===== src/rtl/fb_pixel_fetch.sv =====
// fb_pixel_fetch -- frame buffer pixel prefetcher.
//
// Streams one frame of pixels from memory into a small FIFO. Reads are issued
// only while there is room for every response (credit flow control), so the
// FIFO can never overflow. frame_start restarts the frame from any state. Reads
// that are still in flight at that point are dropped when their data returns.
//
// Parameters:
//   ADDR_W       memory address width
//   DATA_W       pixel / memory data width
//   FRAME_PIXELS pixels per frame
//   BASE_ADDR    address of the first pixel of the frame
//   FIFO_DEPTH   pixel buffer entries (power of two, >= 2)
//
// Ports:
//   clk          pixel clock, the only clock
//   rst_n        asynchronous active-low reset
//   frame_start  one-cycle pulse: flush the FIFO and restart the frame
//   mem_req      read request valid
//   mem_addr     read address, held while mem_req=1 and mem_gnt=0
//   mem_gnt      request accepted this cycle (when mem_req=1)
//   mem_rvalid   read data valid, returned in request order
//   mem_rdata    read data
//   pix_pop      consumer takes pix_data this cycle
//   pix_data     FIFO head pixel, 0 when the FIFO is empty
//   pix_valid    FIFO not empty
//   underflow    sticky: a pop happened while the FIFO was empty
//
// Optional feature (macro FB_UNDERFLOW_CNT_EN):
//   underflow_cnt [15:0] counts empty pops, saturates at 16'hFFFF,
//   cleared only by reset.

module fb_pixel_fetch #(
  parameter int ADDR_W       = 24,
  parameter int DATA_W       = 4,
  parameter int FRAME_PIXELS = 307200,
  parameter int BASE_ADDR    = 0,
  parameter int FIFO_DEPTH   = 8
) (
  input  logic              clk,
  input  logic              rst_n,
  input  logic              frame_start,
  output logic              mem_req,
  output logic [ADDR_W-1:0] mem_addr,
  input  logic              mem_gnt,
  input  logic              mem_rvalid,
  input  logic [DATA_W-1:0] mem_rdata,
  input  logic              pix_pop,
  output logic [DATA_W-1:0] pix_data,
  output logic              pix_valid,
  output logic              underflow
`ifdef FB_UNDERFLOW_CNT_EN
  ,
  output logic [15:0]       underflow_cnt
`endif
);

  localparam int PC_W = $clog2(FRAME_PIXELS + 1);
  localparam int CW   = $clog2(FIFO_DEPTH + 1);
  localparam int PW   = (FIFO_DEPTH > 1) ? $clog2(FIFO_DEPTH) : 1;

  localparam logic [ADDR_W-1:0] BASE_L   = ADDR_W'(BASE_ADDR);
  localparam logic [ADDR_W-1:0] ADDR_ONE = {{(ADDR_W-1){1'b0}}, 1'b1};
  localparam logic [PC_W-1:0]   LAST_CNT = PC_W'(FRAME_PIXELS - 1);
  localparam logic [PC_W-1:0]   PC_ZERO  = {PC_W{1'b0}};
  localparam logic [PC_W-1:0]   PC_ONE   = {{(PC_W-1){1'b0}}, 1'b1};
  localparam logic [CW-1:0]     C_ZERO   = {CW{1'b0}};
  localparam logic [CW-1:0]     C_ONE    = {{(CW-1){1'b0}}, 1'b1};
  localparam logic [CW-1:0]     DEPTH_C  = CW'(FIFO_DEPTH);
  localparam logic [CW:0]       DEPTH_W  = (CW+1)'(FIFO_DEPTH);
  localparam logic [PW-1:0]     P_ZERO   = {PW{1'b0}};
  localparam logic [PW-1:0]     P_ONE    = {{(PW-1){1'b0}}, 1'b1};

  typedef enum logic [1:0] {
    ST_IDLE  = 2'd0,
    ST_FETCH = 2'd1,
    ST_DRAIN = 2'd2
  } state_t;

  state_t            r_state;
  state_t            w_state_nxt;

  logic [DATA_W-1:0] r_mem [FIFO_DEPTH];
  logic [PW-1:0]     r_wr_ptr;
  logic [PW-1:0]     r_rd_ptr;
  logic [CW-1:0]     r_fifo_cnt;
  logic [CW-1:0]     r_outst;
  logic [CW-1:0]     r_discard;
  logic [PC_W-1:0]   r_pix_cnt;
  logic [ADDR_W-1:0] r_addr;
  logic              r_underflow;

  logic [CW:0]       w_used;
  logic              w_active;
  logic              w_grant;
  logic              w_rsp;
  logic              w_drop;
  logic              w_push;
  logic              w_pop;
  logic              w_empty_pop;

  // Reads granted but not yet returned already own a FIFO slot, so the
  // credit is whatever is left after the stored pixels and those reads.
  assign w_used      = {1'b0, r_fifo_cnt} + {1'b0, r_outst};
  assign w_active    = (r_state != ST_IDLE);
  assign mem_req     = (r_state == ST_FETCH) && !frame_start && (w_used < DEPTH_W);
  assign w_grant     = mem_req && mem_gnt;

  // Responses only count while a frame is active; after a reset the block
  // sits in IDLE and any stale beats fall on the floor.
  assign w_rsp       = mem_rvalid && w_active && (r_outst != C_ZERO);
  assign w_drop      = w_rsp && (r_discard != C_ZERO);
  assign w_push      = w_rsp && !w_drop && !frame_start && (r_fifo_cnt != DEPTH_C);
  assign w_pop       = pix_pop && (r_fifo_cnt != C_ZERO);
  assign w_empty_pop = pix_pop && (r_fifo_cnt == C_ZERO);

  assign pix_valid   = (r_fifo_cnt != C_ZERO);
  assign pix_data    = pix_valid ? r_mem[r_rd_ptr] : {DATA_W{1'b0}};
  assign mem_addr    = r_addr;
  assign underflow   = r_underflow;

  // State register.
  always_ff @(posedge clk or negedge rst_n) begin
    if (!rst_n) begin
      r_state <= ST_IDLE;
    end else begin
      r_state <= w_state_nxt;
    end
  end

  // Next-state logic: frame_start overrides every state.
  always_comb begin
    w_state_nxt = r_state;
    if (frame_start) begin
      w_state_nxt = ST_FETCH;
    end else begin
      case (r_state)
        ST_IDLE: begin
          w_state_nxt = ST_IDLE;
        end
        ST_FETCH: begin
          if (w_grant && (r_pix_cnt == LAST_CNT)) begin
            w_state_nxt = ST_DRAIN;
          end else begin
            w_state_nxt = ST_FETCH;
          end
        end
        ST_DRAIN: begin
          if (r_outst == C_ZERO) begin
            w_state_nxt = ST_IDLE;
          end else begin
            w_state_nxt = ST_DRAIN;
          end
        end
        default: begin
          w_state_nxt = ST_IDLE;
        end
      endcase
    end
  end

  // Request address, granted-pixel count, outstanding and discard counters.
  always_ff @(posedge clk or negedge rst_n) begin
    if (!rst_n) begin
      r_addr    <= BASE_L;
      r_pix_cnt <= PC_ZERO;
      r_outst   <= C_ZERO;
      r_discard <= C_ZERO;
    end else if (frame_start) begin
      // Every read still in flight belongs to the old frame; a beat
      // returning in this very cycle is already accounted for.
      r_addr    <= BASE_L;
      r_pix_cnt <= PC_ZERO;
      r_outst   <= w_rsp ? (r_outst - C_ONE) : r_outst;
      r_discard <= w_rsp ? (r_outst - C_ONE) : r_outst;
    end else begin
      if (w_grant) begin
        r_pix_cnt <= r_pix_cnt + PC_ONE;
        // The last grant leaves the address on the final pixel.
        if (r_pix_cnt != LAST_CNT) begin
          r_addr <= r_addr + ADDR_ONE;
        end
      end
      case ({w_grant, w_rsp})
        2'b10:   r_outst <= r_outst + C_ONE;
        2'b01:   r_outst <= r_outst - C_ONE;
        default: r_outst <= r_outst;
      endcase
      if (w_drop) begin
        r_discard <= r_discard - C_ONE;
      end
    end
  end

  // FIFO pointers and occupancy; frame_start flushes.
  always_ff @(posedge clk or negedge rst_n) begin
    if (!rst_n) begin
      r_wr_ptr   <= P_ZERO;
      r_rd_ptr   <= P_ZERO;
      r_fifo_cnt <= C_ZERO;
    end else if (frame_start) begin
      r_wr_ptr   <= P_ZERO;
      r_rd_ptr   <= P_ZERO;
      r_fifo_cnt <= C_ZERO;
    end else begin
      if (w_push) begin
        r_wr_ptr <= r_wr_ptr + P_ONE;
      end
      if (w_pop) begin
        r_rd_ptr <= r_rd_ptr + P_ONE;
      end
      case ({w_push, w_pop})
        2'b10:   r_fifo_cnt <= r_fifo_cnt + C_ONE;
        2'b01:   r_fifo_cnt <= r_fifo_cnt - C_ONE;
        default: r_fifo_cnt <= r_fifo_cnt;
      endcase
    end
  end

  // FIFO storage; contents are don't-care until the count says otherwise.
  always_ff @(posedge clk) begin
    if (w_push) begin
      r_mem[r_wr_ptr] <= mem_rdata;
    end
  end

  // Sticky underflow flag, cleared only by reset.
  always_ff @(posedge clk or negedge rst_n) begin
    if (!rst_n) begin
      r_underflow <= 1'b0;
    end else if (w_empty_pop) begin
      r_underflow <= 1'b1;
    end
  end

`ifdef FB_UNDERFLOW_CNT_EN
  logic [15:0] r_underflow_cnt;

  assign underflow_cnt = r_underflow_cnt;

  // Saturating count of pops taken while empty.
  always_ff @(posedge clk or negedge rst_n) begin
    if (!rst_n) begin
      r_underflow_cnt <= 16'h0000;
    end else if (w_empty_pop && (r_underflow_cnt != 16'hFFFF)) begin
      r_underflow_cnt <= r_underflow_cnt + 16'h0001;
    end
  end
`endif

endmodule


===== config.mk =====
export PLATFORM = sky130hd
export DESIGN_NAME = fb_pixel_fetch
export DESIGN_NICKNAME = d
export VERILOG_FILES = /design/src/rtl/fb_pixel_fetch.sv
export SDC_FILE = /design/constraint.sdc
export NUM_CORES = 1
export LEC_CHECK = 0
export BUFFER_PORTS_ARGS = -buffer_cell sky130_fd_sc_hd__buf_2
export CAP_MARGIN = 20
export CELL_PAD_IN_SITES_DETAIL_PLACEMENT = 0
export CELL_PAD_IN_SITES_GLOBAL_PLACEMENT = 1
export CORE_MARGIN = 2
export CORE_UTILIZATION = 35
export DETAILED_ROUTE_END_ITERATION = 7
export GPL_TIMING_DRIVEN = 0
export PLACE_DENSITY = 0.63
export SETUP_SLACK_MARGIN = 0.02
export SKIP_CTS_REPAIR_TIMING = 1
export SLEW_MARGIN = 20
export SYNTH_ARGS = -nofsm -noshare
export SYNTH_HDL_FRONTEND = slang
export SYNTH_SLANG_ARGS = --single-unit

===== constraint.sdc =====
create_clock -name clk -period 2.9 [get_ports clk]
set_clock_uncertainty 0.2 [all_clocks]
set_input_delay 0.58 -clock clk [delete_from_list [all_inputs] [get_ports clk]]
set_output_delay 0.58 -clock clk [all_outputs]
set_load 0.01 [all_outputs]

# After elaboration in Yosys (flattened, before gate mapping)

Memories as Yosys holds them, arrays and structs flattened.
Index checks and enable logic that the tools add are counted.

Bits in registers: 64
Bits in latches: 0
Bits in writable memories: 32
Memory bits (read-only): 0
Input bits: 10
Output and inout bits: 31
Logic and storage cells: 81
Memories: 1

Memories:

| name  | words | width | rd ports | clocked after Yosys merged registers in | write ports | line | RTL |
|---|---|---|---|---|---|---|---|
| r_mem | 8     | 4     | 1        | 0                                       | 1           | 83   | `logic [DATA_W-1:0] r_mem [FIFO_DEPTH];` |

Add/subtract/negate cells: 10
Multipliers: 0
Divide/modulo/power cells: 0
Magnitude comparators: 1
Eq/ne operators: 9
Shift-type cells: 0
Mux-type cells: 23
Bitwise logic cells: 0
Reduce and logical (&&, ||, !) cells: 28

Operator list:

| operator                                             | count |
|---|---|
| two-way mux 24 bit                                   | 3 |
| two-way mux 19 bit                                   | 2 |
| adder 24 x 1 -> 24 bit (second input constant)       | 1 |
| two-way mux 4 bit                                    | 6 |
| adder 19 x 1 -> 19 bit (second input constant)       | 1 |
| equality test 19 bit (second input constant)         | 1 |
| inequality test 19 bit (second input constant)       | 1 |
| case mux 4 bit (2 select lines)                      | 2 |
| logical AND 1 bit                                    | 12 |
| two-way mux 3 bit                                    | 4 |
| nonzero test 2 bit                                   | 6 |
| nonzero test 4 bit                                   | 3 |
| subtractor 4 x 1 -> 4 bit (second input constant)    | 3 |
| adder 4 x 1 -> 4 bit (second input constant)         | 2 |
| logical NOT 4 bit                                    | 2 |
| adder 3 x 1 -> 3 bit (second input constant)         | 2 |
| equality test 2 x 1 -> 1 bit (second input constant) | 3 |
| equality test 2 bit (second input constant)          | 3 |
| two-way mux 2 bit                                    | 3 |
| nonzero test 3 bit                                   | 2 |
| adder 4 x 4 -> 5 bit                                 | 1 |
| < comparator 5 x 4 -> 1 bit (second input constant)  | 1 |
| inequality test 4 bit (second input constant)        | 1 |
| case mux 2 bit (2 select lines)                      | 1 |
| 3 further kinds                                      | 5 |

# Logic depth before layout (Yosys ltp)

Depth in word-level cells: 11
Gate-level depth with buffers: 11
Depth with buffers taken out: 10

# Worst setup path after synthesis

No wires, ideal clock.

Kind: input-to-reg
From: input port frame_start
To: register r_fifo_cnt[3]
Arrival: 2.552 ns
Data required time: 2.575 ns
Slack: 0.023 ns
Stages on the path: 7
Cells stage by stage: or4b_1 -> nor3_2 -> a21oi_1 -> ha_1 -> o21ai_0 -> a32oi_1 -> mux2_2

Cells in the longest elaborated chain, start to end: 6

RTL lines:

| element                                                             | line | RTL |
|---|---|---|
| from (decl)                                                         | 42   | `input logic frame_start,` |
| logical NOT 1 bit                                                   | 113  | `assign w_push = w_rsp && !w_drop && !frame_start && (r_fifo_cnt != DEPTH_C);` |
| logical AND 1 bit (2 in series)                                     | 113  |  |
| equality test 2 x 1 -> 1 bit or equality test 2 bit (tied branches) | 212  | `case ({w_push, w_pop})` |
| case mux 4 bit (2 select lines)                                     | 212  |  |
| two-way mux 4 bit                                                   | 201  | `end else if (frame_start) begin` |
| to (signal assigned)                                                | 213  | `2'b10: r_fifo_cnt <= r_fifo_cnt + C_ONE;` |
| to (signal assigned)                                                | 214  | `2'b01: r_fifo_cnt <= r_fifo_cnt - C_ONE;` |
| to (signal assigned)                                                | 215  | `default: r_fifo_cnt <= r_fifo_cnt;` |
| to (decl)                                                           | 86   | `logic [CW-1:0] r_fifo_cnt;` |

Several ways; a longest one is shown, not always the timed one.
A chain may end at the register's enable or synchronous reset.

# Worst setup path in the final report

From: register r_discard[0]
To: register r_fifo_cnt[3]

Cells in the longest elaborated chain, start to end: 9

RTL lines:

| element                                                             | line | RTL |
|---|---|---|
| from (decl)                                                         | 88   | `logic [CW-1:0] r_discard;` |
| from (signal assigned)                                              | 175  | `r_discard <= w_rsp ? (r_outst - C_ONE) : r_outst;` |
| from (signal assigned)                                              | 190  | `r_discard <= r_discard - C_ONE;` |
| nonzero test 4 bit *                                                | 112  | `assign w_drop = w_rsp && (r_discard != C_ZERO);` |
| logical AND 1 bit *                                                 | 112  |  |
| logical NOT 1 bit *                                                 | 113  |  |
| logical AND 1 bit * (3 in series)                                   | 113  |  |
| equality test 2 x 1 -> 1 bit or equality test 2 bit (tied branches) | 212  |  |
| case mux 4 bit (2 select lines)                                     | 212  |  |
| two-way mux 4 bit                                                   | 201  |  |

Mark *: on every way between the ends. The rest lies on a longest branch, timed or not.

==> flow_metrics.tcl <==
set metrics [dict create \
    outcome "finished clean" \
    crit_fanout 5 \
    seq_area_sq_um 2570 \
    nets 574 \
    post-route-min-period_ns 2.77 \
    clock_sinks 96 \
    initial_core_util 0.359 \
    postRouteAntennaNets 0 \
    syn-instance-count 489 \
    detailed_router_s_first_iteration_violation_count 160 \
    global_route.overflow_total 0 \
    drv_cap 0 \
    clock_latency_ns 0.36 \
    avgSynthCellArea_sq_um 10.7 \
    hold-path-cell-count 1 \
    ys_types 62 \
    fin_cells 737 \
    post-dp-hpwl_microns 8680 \
    yosysWarnings 0 \
    synthDominantAreaCellType "sky130_fd_sc_hd__dfrtp_1" \
    ratio_of_final_minimum_period_to_clock_period 0.956 \
    drt_drc_violations_left 0 \
    min_delay_worst_endpoint "underflow" \
    critPathArrivalTime_ns 2.82 \
    cts-htree-levels 3 \
    die_w_microns 126 \
    fin_hold_ws_ns 0.259 \
    n_antenna_cell 0 \
    path_clk_slew_ns 0.07 \
    core-area_sq_um 14500 \
    ctsLongestPathBuffers 2 \
    min_delay_worst_type "flop to flop" \
    timing.final.setup_violations 0 \
    worst_setup_path_end_kind "flop" \
    relSlewSlack 0.547 \
    yosysSeqAreaShare 0.491 \
    vias 4038 \
    worst-endpoint-required_ns 2.94 \
    tightest_slew_ns 0.680 \
    detail_routed_net_length_per_standard_cell_microns 16.9 \
    setup.worst_path.class "flop to flop" \
    worstReg2RegEnd "r_fifo_cnt[3]" \
    synth_largest_type_area_fraction 0.307 \
    fmaxAchievable_mhz 361 \
    groute.usage.overall 0.162 \
    area.growth.synth_to_final_pct 18.9 \
    synth_edf_count 32 \
    largest_cells_by_area_after_synthesis "sky130_fd_sc_hd__dfrtp_1 (31%), sky130_fd_sc_hd__edfxtp_1 (18%), sky130_fd_sc_hd__mux4_2 (3.9%)" \
    rows 44 \
    syn_area_sq_um 5220 \
    fill_cells 1437 \
    critPathLaunchType "flop" \
    design.die.area_sq_um 15900 \
    fp.dieH_microns 126 \
    drv_slew 0 \
    finalHoldViolations 0 \
    unrepaired_setup_endpoints_after_global_routing "yes" \
    wl_microns 12500 \
    critical_path.reg2reg.startpoint "r_discard[0]" \
    hold_path.startpoint "underflow" \
    gp_congestion 0.769 \
    grt_start_max_net_pins 34 \
    multiInputGateArea_sq_um 2600 \
    synth.net_count 515 \
    vdd_drop_max_mv 0.343 \
    drt-vias-per-instance 5.48 \
    grt_pass1_vias 4042 \
    cts-root-buf "sky130_fd_sc_hd__clkbuf_16" \
    synth-seq-cells 96 \
    grt_antenna_before_repair 0 \
    design.portCount 41 \
    static-leakage-power_nw 2.34 \
    cts_tree "done" \
    r2r_slack_ns 0.13 \
    pwr_density_cell_nw_per_um2 724 \
    detailedRoute.firstPassIterationCount 4 \
    grt_first_pass_wirelength_microns 20600 \
    number_of_buffers_added_by_the_clock_tree_synthesis_step 9 \
    count_of_port_buffers_added_during_placement 39 \
    dp_cells 713 \
    r2r_cells 9 \
    final_layout_size_suffix_gt1_frac 0.259 \
    ys.flop_type "sky130_fd_sc_hd__dfrtp_1" \
    finalPower_mw 4.50 \
    synthArstFlopShare 0.667 \
]
per-stage QoR:
stage,setup TNS (ns),area (sq um),utilization,setup slack [ns]
CTS,-9.64,5960,0.410,-0.436
floorplan,0,5220,-,0.0231
global route,-0.0207,6210,0.427,-0.0207
detailed placement,-14.20,5670,0.390,-0.594
global placement,-13.58,5650,0.389,-0.546
finish,0,6210,0.427,0.128
logic make-up (layout without fill, tap and decap cells):
logic type | Yosys count | in the layout | share of synthesized area
adder cells (fa/ha/maj) | 18 | 18 | 0.0422
flip-flops | 96 | 96 | 0.491
multiplexers | 19 | 19 | 0.0584
buffers and inverters | 48 | 112 | 0.0434
AND/OR/NAND/NOR | 193 | 193 | 0.204
XOR/XNOR | 20 | 20 | 0.0335
AO/OA/AOI/OAI | 95 | 95 | 0.128
state kept, by name (all words and copies together) (netlist names):
name and flops:
r_wr_ptr 3, r_fifo_cnt 4, r_state 2, r_pix_cnt 19, mem_addr 24, r_discard 4
r_mem 32, underflow 1, r_outst 4, r_rd_ptr 3
per-layer routing:
metal	wire length (microns)	track usage
met1	6050	0.225
met2	5890	0.256
met3	356	0.0263
met4	167	0.0608
met5	0	0
worst max-delay path by stage:
stage | start | to | slack (ns)
after detailed placement | frame_start | r_mem[1][1] | -0.59
after floorplan | frame_start | r_fifo_cnt[3] | 0.02
after CTS | r_discard[0] | r_mem[1][1] | -0.44
final | r_discard[0] | r_fifo_cnt[3] | 0.13
after global routing | r_outst[0] | r_outst[3] | -0.02
after global placement | frame_start | r_mem[0][1] | -0.55
cells in the mapped netlist (all sizes together), types with 3 or more instances:
| cell | instances |
|---|---|
| dfrtp | 64 |
| o31ai | 17 |
| nor4 | 6 |
| mux2i | 8 |
| xnor2 | 14 |
| mux4 | 9 |
| nor2 | 41 |
| nor3 | 15 |
| edfxtp | 32 |
| nand3 | 20 |
| and2 | 3 |
| nand2b | 9 |
| and3 | 7 |
| ha | 16 |
| or3 | 10 |
| clkbuf | 16 |
| buf | 10 |
| and4 | 3 |
| nand4 | 13 |
| or4b | 4 |
| inv | 21 |
| a21oi | 35 |
| nor2b | 4 |
| nand2 | 31 |
| nand3b | 3 |
| xor2 | 6 |
| a31oi | 4 |
| or4 | 17 |
| o21ai | 21 |
power breakdown:
part,leakage [nW],internal [mW],switching (mW)
clock,0.143,0.609,0.579
combinational,1.05,0.722,0.911
sequential,1.15,1.52,0.155
final cells by class:
type,count,area share
plain buffers,26,0.0250
clock buffers,9,0.0363
clock inverters,7,0.0109
inverters,22,0.0133
multi-input cells,345,0.419
flip-flops and latches,96,0.413
well taps,184,0.0371
repair buffers,48,0.0451
critical path, stage by stage, from the launching register on:
cell	delay (ns)
sky130_fd_sc_hd__dfrtp_1	0.42
sky130_fd_sc_hd__inv_2	0.08
sky130_fd_sc_hd__ha_1	0.16
sky130_fd_sc_hd__or4b_4	0.50
sky130_fd_sc_hd__nor3_4	0.27
sky130_fd_sc_hd__a21oi_4	0.10
sky130_fd_sc_hd__ha_4	0.30
sky130_fd_sc_hd__o21ai_0	0.08
sky130_fd_sc_hd__a32oi_1	0.21
sky130_fd_sc_hd__mux2_2	0.35
cells in the final DEF, fill, tap and decap left out, types with 9 or more instances in the layout:
cell                        netlist  final
sky130_fd_sc_hd__nor2_1          41     32
sky130_fd_sc_hd__clkbuf_16        0      9
sky130_fd_sc_hd__edfxtp_1        32     32
sky130_fd_sc_hd__inv_1           19     16
sky130_fd_sc_hd__o21ai_0         14     14
sky130_fd_sc_hd__buf_2            6     44
sky130_fd_sc_hd__ha_1            16     14
sky130_fd_sc_hd__a21oi_1         22     21
sky130_fd_sc_hd__or3_1           10      9
sky130_fd_sc_hd__xnor2_1         14     14
sky130_fd_sc_hd__o31ai_1         17     17
sky130_fd_sc_hd__a21oi_2         13     13
sky130_fd_sc_hd__dfrtp_1         64     61
sky130_fd_sc_hd__nor3_1          14     11
sky130_fd_sc_hd__or4_1           16     16
sky130_fd_sc_hd__nand3_1         20     20
sky130_fd_sc_hd__nand4_1         12     12
sky130_fd_sc_hd__mux4_2           9      9
sky130_fd_sc_hd__clkbuf_1        16     14
sky130_fd_sc_hd__nand2_1         31     30
Note: power is estimated with default switching activity, not from simulation.
